File: src/rtl/probe_release_sched_if.sv
// ============================================================================
// Module   : probe_release_sched_if
// Purpose  : Issue/release handshake bundle between the probe release
//            scheduler and its input converter and store-and-release buffers.
// Revision : 1.0
// ============================================================================
`default_nettype none

interface probe_release_sched_if #(
  parameter int NUM_STORAGES   = 8,
  parameter int MAX_IN_TRANSIT = 4,
  parameter int SN_WIDTH       = 32
);
  localparam int IT_W = $clog2(MAX_IN_TRANSIT + 1);

  logic                    issue_valid;
  logic                    issue_ready;
  logic [SN_WIDTH-1:0]     issue_sn;
  logic                    last_probe_seen;
  logic [NUM_STORAGES-1:0] in_is_stored;
  logic [NUM_STORAGES-1:0] release_data;
  logic [NUM_STORAGES-1:0] release_done;
  logic [SN_WIDTH-1:0]     next_sn;
  logic [IT_W-1:0]         in_transit;
  logic [NUM_STORAGES-1:0] local_last_processed;
  logic                    last_processed;
  logic                    err_multi;

  // Scheduler side.
  modport master (
    input  issue_valid, last_probe_seen, in_is_stored, release_done,
           local_last_processed,
    output issue_ready, issue_sn, release_data, next_sn, in_transit,
           last_processed, err_multi
  );

  // Converter / buffer side.
  modport slave (
    output issue_valid, last_probe_seen, in_is_stored, release_done,
           local_last_processed,
    input  issue_ready, issue_sn, release_data, next_sn, in_transit,
           last_processed, err_multi
  );
endinterface

`default_nettype wire

File: src/rtl/probe_release_sched.sv
// ============================================================================
// Module   : probe_release_sched
// Purpose  : In-order release scheduler for the hash-join probe output path;
//            hands out serial numbers and releases results in serial order.
// Revision : 1.0
// ============================================================================
`default_nettype none

module probe_release_sched #(
  parameter int NUM_STORAGES   = 8,
  parameter int MAX_IN_TRANSIT = 4,
  parameter int SN_WIDTH       = 32
) (
  input  logic                 clk,
  input  logic                 reset,
  probe_release_sched_if.master bus
);
  localparam int IT_W = $clog2(MAX_IN_TRANSIT + 1);

  typedef enum logic [2:0] {
    S_IDLE    = 3'd0,
    S_RELEASE = 3'd1,
    S_ADVANCE = 3'd2,
    S_SETTLE  = 3'd3,
    S_DONE    = 3'd4
  } state_e;

  state_e                  state_q, state_d;
  logic [SN_WIDTH-1:0]     issue_sn_q, issue_sn_d;
  logic [SN_WIDTH-1:0]     next_sn_q, next_sn_d;
  logic [IT_W-1:0]         in_transit_q, in_transit_d;
  logic [NUM_STORAGES-1:0] release_data_q, release_data_d;
  logic                    last_seen_q, last_seen_d;
  logic                    last_processed_q, last_processed_d;
  logic                    err_multi_q, err_multi_d;

  logic                    issue_ready;
  logic                    issue_fire;
  logic                    advance;
  logic                    stored_any;
  logic                    stored_multi;
  logic [NUM_STORAGES-1:0] stored_lowest;

  assign issue_ready = (in_transit_q < IT_W'(MAX_IN_TRANSIT)) && !last_seen_q
                       && (state_q != S_DONE);
  assign issue_fire  = bus.issue_valid && issue_ready;

  // Two's-complement trick isolates the lowest set bit as a one-hot vector.
  assign stored_lowest = bus.in_is_stored & (~bus.in_is_stored + NUM_STORAGES'(1));
  assign stored_any    = |bus.in_is_stored;
  assign stored_multi  = |(bus.in_is_stored & (bus.in_is_stored - NUM_STORAGES'(1)));

  always_comb begin
    state_d          = state_q;
    release_data_d   = release_data_q;
    next_sn_d        = next_sn_q;
    err_multi_d      = err_multi_q;
    last_processed_d = last_processed_q;
    advance          = 1'b0;

    case (state_q)
      S_IDLE: begin
        if (stored_any) begin
          release_data_d = stored_lowest;
          err_multi_d    = err_multi_q | stored_multi;
          state_d        = S_RELEASE;
        end else if (last_seen_q && (in_transit_q == '0) && (&bus.local_last_processed)) begin
          last_processed_d = 1'b1;
          state_d          = S_DONE;
        end
      end
      S_RELEASE: begin
        // Only the acknowledge from the commanded buffer counts.
        if (|(bus.release_done & release_data_q)) begin
          release_data_d = '0;
          state_d        = S_ADVANCE;
        end
      end
      S_ADVANCE: begin
        advance   = 1'b1;
        next_sn_d = next_sn_q + SN_WIDTH'(1);
        state_d   = S_SETTLE;
      end
      // Buffers need one cycle to compare against the new next_sn.
      S_SETTLE: state_d = S_IDLE;
      S_DONE:   state_d = S_DONE;
      default:  state_d = S_IDLE;
    endcase
  end

  always_comb begin
    issue_sn_d   = issue_fire ? issue_sn_q + SN_WIDTH'(1) : issue_sn_q;
    last_seen_d  = last_seen_q | bus.last_probe_seen;
    in_transit_d = in_transit_q;
    case ({issue_fire, advance})
      2'b10:   in_transit_d = in_transit_q + IT_W'(1);
      2'b01:   in_transit_d = (in_transit_q == '0) ? in_transit_q : in_transit_q - IT_W'(1);
      default: in_transit_d = in_transit_q;
    endcase
  end

  always_ff @(posedge clk or posedge reset) begin
    if (reset) begin
      state_q          <= S_IDLE;
      issue_sn_q       <= '0;
      next_sn_q        <= '0;
      in_transit_q     <= '0;
      release_data_q   <= '0;
      last_seen_q      <= 1'b0;
      last_processed_q <= 1'b0;
      err_multi_q      <= 1'b0;
    end else begin
      state_q          <= state_d;
      issue_sn_q       <= issue_sn_d;
      next_sn_q        <= next_sn_d;
      in_transit_q     <= in_transit_d;
      release_data_q   <= release_data_d;
      last_seen_q      <= last_seen_d;
      last_processed_q <= last_processed_d;
      err_multi_q      <= err_multi_d;
    end
  end

  assign bus.issue_ready    = issue_ready;
  assign bus.issue_sn       = issue_sn_q;
  assign bus.next_sn        = next_sn_q;
  assign bus.in_transit     = in_transit_q;
  assign bus.release_data   = release_data_q;
  assign bus.last_processed = last_processed_q;
  assign bus.err_multi      = err_multi_q;

  a_no_underflow: assert property (@(posedge clk) disable iff (reset)
    (state_q == S_ADVANCE) |-> (in_transit_q != '0));

endmodule

`default_nettype wire

File: src/flat_wrapper.sv
// flat-port wrapper written by rule: the top's interface ports become plain ports
module probe_release_sched_flat 
#(
  parameter int NUM_STORAGES   = 8,
  parameter int MAX_IN_TRANSIT = 4,
  parameter int SN_WIDTH       = 32
)
  (clk, reset, bus_issue_valid, bus_last_probe_seen, bus_in_is_stored, bus_release_done, bus_local_last_processed, bus_issue_ready, bus_issue_sn, bus_release_data, bus_next_sn, bus_in_transit, bus_last_processed, bus_err_multi);
  probe_release_sched_if #(.NUM_STORAGES(NUM_STORAGES), .MAX_IN_TRANSIT(MAX_IN_TRANSIT), .SN_WIDTH(SN_WIDTH)) bus_i ();
  input  logic clk;
  input  logic reset;
  input wire logic [$bits(bus_i.issue_valid)-1:0] bus_issue_valid;
  input wire logic [$bits(bus_i.last_probe_seen)-1:0] bus_last_probe_seen;
  input wire logic [$bits(bus_i.in_is_stored)-1:0] bus_in_is_stored;
  input wire logic [$bits(bus_i.release_done)-1:0] bus_release_done;
  input wire logic [$bits(bus_i.local_last_processed)-1:0] bus_local_last_processed;
  output wire logic [$bits(bus_i.issue_ready)-1:0] bus_issue_ready;
  output wire logic [$bits(bus_i.issue_sn)-1:0] bus_issue_sn;
  output wire logic [$bits(bus_i.release_data)-1:0] bus_release_data;
  output wire logic [$bits(bus_i.next_sn)-1:0] bus_next_sn;
  output wire logic [$bits(bus_i.in_transit)-1:0] bus_in_transit;
  output wire logic [$bits(bus_i.last_processed)-1:0] bus_last_processed;
  output wire logic [$bits(bus_i.err_multi)-1:0] bus_err_multi;
  assign bus_i.issue_valid = bus_issue_valid;
  assign bus_i.last_probe_seen = bus_last_probe_seen;
  assign bus_i.in_is_stored = bus_in_is_stored;
  assign bus_i.release_done = bus_release_done;
  assign bus_i.local_last_processed = bus_local_last_processed;
  assign bus_issue_ready = bus_i.issue_ready;
  assign bus_issue_sn = bus_i.issue_sn;
  assign bus_release_data = bus_i.release_data;
  assign bus_next_sn = bus_i.next_sn;
  assign bus_in_transit = bus_i.in_transit;
  assign bus_last_processed = bus_i.last_processed;
  assign bus_err_multi = bus_i.err_multi;
  probe_release_sched #(.NUM_STORAGES(NUM_STORAGES), .MAX_IN_TRANSIT(MAX_IN_TRANSIT), .SN_WIDTH(SN_WIDTH)) u_core (.clk(clk), .reset(reset), .bus(bus_i));
endmodule
File: config.mk
export PLATFORM = sky130hd
export DESIGN_NAME = probe_release_sched_flat
export DESIGN_NICKNAME = d
export VERILOG_FILES = /design/src/rtl/probe_release_sched_if.sv /design/src/rtl/probe_release_sched.sv /design/src/flat_wrapper.sv
export SDC_FILE = /design/constraint.sdc
export NUM_CORES = 1
export LEC_CHECK = 0
export CAP_MARGIN = 20
export CORE_MARGIN = 2
export CORE_UTILIZATION = 25
export CTS_CLUSTER_SIZE = 28
export DETAILED_ROUTE_END_ITERATION = 7
export PLACE_DENSITY = 0.53
export SLEW_MARGIN = 25
export SYNTH_ARGS = -nofsm -noshare
export SYNTH_HDL_FRONTEND = slang
export SYNTH_SLANG_ARGS = --single-unit
File: constraint.sdc
create_clock -name clk -period 3.55 [get_ports clk]
set_input_delay 0.71 -clock clk [delete_from_list [all_inputs] [get_ports clk]]
set_output_delay 0.71 -clock clk [all_outputs]
set_load 0.1 [all_outputs]
==> flow_summary_export.csv <==
group,metric,value,unit
clock_network,path_clk_slew,0.06,ns
synth,synth_cell_type_count,46,
finish,finalNonFillerCells,645,
clock_network,cts_sinks,81,
sta,whs,0.466,ns
pwr,p_sw_frac,0.387,
placed_design,gp_congestion,0.794,
worst_setup_path,required,2.84,ns
floorplan,die_y,126,microns
flow_run,cap_violations,0,
clock_network,cts_buffer_depth,2,
finish,mostFrequentLayoutCell,"clkdlybuf4s50_1",
synth,synth_area_leaders,"dfrtp_1, xnor2_1, nand2_1, nand3_1, nand4_1",
finish,antenna_cells,0,
pwr,pwr-share-comb,0.318,
status,outcome,"completed",
pwr,intPower,1.93,mW
sta,max_slew_margin,0.335,
global_route,antenna_found_initial,0,
pwr,p_clk_frac,0.327,
worst_setup_path,cp_max_fo,5,
floorplan,core_area,14600,sq um
floorplan,row_count,44,
sta,fin_tns_setup,0,ns
finish,layout.nets,487,
worst_setup_path,cp.arrival,1.95,ns
sta,setup_violations,0,
sta,worstMarginPinSlew,0.995,ns
sta,slew_violations,0,
sta,maxClockFrequency,376,MHz
clock_network,post-cts-setup-buffers,0,
drt,first_pass_iters,4,
drt,avgRoutedWirePerCell,14.1,microns
floorplan,start_util,0.256,
sta,fin_crit,2.66,ns
drt,dr_total_vias,2972,
clock_network,cts.htree.levels,3,
drt,remaining_drc_errors,0,
pwr,switchingPower,1.21,mW
sta,finalHoldViolations,0,
synth,seq_area_frac_synth,0.542,
clock_network,cts_hold_buf,0,
finish,area_growth,42.2,%
worst_hold_path,hp-class,"reg2reg",
global_route,grt_max_degree,45,
synth,async_flop_share,1.00,
placed_design,placed_cell_area,4990,sq um
clock_network,cts-root-buf,"clkbuf_16",
floorplan,ios,106,
sta,timing.final.ws_setup,0.888,ns
synth,synthFlopType,"dfrtp_1",
synth,yosys.area.top_type,"dfrtp_1",
sta,fin_crit_sh,0.750,
placed_design,port_buffers,105,
drt,initialDrtViolationCount,163,
pwr,powerDensity,590,nW/um^2
drt,antenna_left,0,
floorplan,dieWidth,126,microns
synth,synth_edf_count,0,
worst_setup_path,crit_path_cell_trace,"clkdlybuf4s50_1",
clock_network,cts_buffers,9,
synth,ys.warnings.count,0,
sta,clock_skew,0.00645,ns
floorplan,floorplan.die_area,16000,sq um
worst_setup_path,start_kind,"register",
drt,avgViaCountPerCell,4.61,
global_route,grt_pass1_wl,15.3,mm
pwr,p_leak,2.24,nW
worst_setup_path,cp-end-kind,"output port",
finish,design_area,5320,sq um
finish,layout_common_cells,"clkdlybuf4s50_1, dfrtp_1, xnor2_1",
global_route,grt_overflow,0,
worst_setup_path,cp_top_family,"buffers and inverters",
synth,yosys.area.top_type_share,0.542,
synth,synthCells,343,
clock_network,clk_latency,0.34,ns
drt,drt_wl_total,9.12,mm
synth,syn_nets,374,
worst_setup_path,cpPeakStageDelay,1.18,ns
clock_network,cts_tree,"yes",
pwr,p_seq_frac,0.355,
worst_setup_path,crit_path_top_delay_cell,"clkdlybuf4s50_1",
placed_design,dpl.hpwl,6.75,mm
synth,synth_area,3740,sq um
pwr,ir_drop,0.000264,V
sta,grt_setup_unrepaired,"no",
global_route,grt_use_total,0.120,
finish,drive_gt1_frac,0.0846,
synth,ys_ff_latch,81,
worst_setup_path,path_buf_inv,1,
worst_setup_path,path_class,"reg2out",
placed_design,pre_cts_slack,0.711,ns
global_route,first_global_vias,2971,
placed_design,dp.cells,629,
clock_network,cts-resized-gates,0,
synth,syn_area_per_cell,10.9,sq um
[state kept, by name, summed over array words and instances (netlist names)]
register / cells
u_core.bus.issue_sn: 32
u_core.bus.next_sn: 32
u_core.bus.release_data: 8
u_core.bus.in_transit: 3
u_core.state_q: 3
u_core.bus.err_multi: 1
u_core.bus.last_processed: 1
u_core.last_seen_q: 1
[layer usage]
layer	part of all wire	global-route usage	vias to the layer above
met1	0.47	0.160	1457
met5	0	0	-
met2	0.47	0.188	70
met3	0.045	0.0363	9
met4	0.014	0.0388	0
li1	-	-	1436
[per-stage QoR]
stage / utilization / total power [mW]
after floorplan: - / 1.88
after detailed placement: 0.342 / 2.14
after global placement: 0.342 / 2.12
final: 0.365 / 3.14
after global routing: 0.365 / 3.31
after CTS: 0.365 / 3.19
[logic make-up after synthesis]
family / share of synthesized area
xor+xnor: 0.150
simple gates: 0.224
buf+inv: 0.0147
fa+ha+maj: 0.0147
compound gates: 0.0552
flops: 0.542
[power groups by stage]
stage | Clock, mW | Sequential, mW | Combinational [mW]
after floorplan | 0 | 1.57 | 0.310
after CTS | 1.07 | 1.12 | 1.01
after global placement | 0 | 1.13 | 0.994
final | 1.03 | 1.11 | 0.999
after detailed placement | 0 | 1.13 | 1.01
after global routing | 1.11 | 1.13 | 1.07
[cell usage after synthesis (all sizes together), types with 2 or more instances]
cell / number
and3: 12
xor2: 11
dfrtp: 81
ha: 2
nand2: 43
buf: 4
nand3: 26
a211oi: 3
and4: 9
nor3: 10
a22o: 3
and2: 7
inv: 5
o21ai: 3
nor2: 21
nand4: 18
nand2b: 2
nor4: 2
xnor2: 53
a21oi: 4
a32o: 4
o211ai: 2
[cell type report]
class | count | area (sq um)
clock buffers | 11 | 253
clock inverters | 5 | 77.6
fillers | 1447 | 9270
inverters | 5 | 20.0
multi-input cells | 252 | 1660
flip-flops and latches | 81 | 2030
well taps | 184 | 230
repair buffers | 107 | 1050
[final timing paths]
kind | start | end | slack [ns] | depth (start not counted)
setup / recovery | u_core.bus.next_sn[15] | bus_next_sn[15] | 0.89 | 1
hold / removal | u_core.bus.last_processed | u_core.bus.last_processed | 0.47 | 1
min in group asynchronous | reset | u_core.bus.next_sn[27] | 0.78 | 2
setup reg to reg | u_core.state_q[0] | u_core.bus.in_transit[2] | 1.33 | 7
hold reg to reg | u_core.bus.last_processed | u_core.bus.last_processed | 0.47 | 1
max in group asynchronous | reset | u_core.bus.release_data[3] | 2.09 | 3
Note: power is estimated with default switching activity, not from simulation.
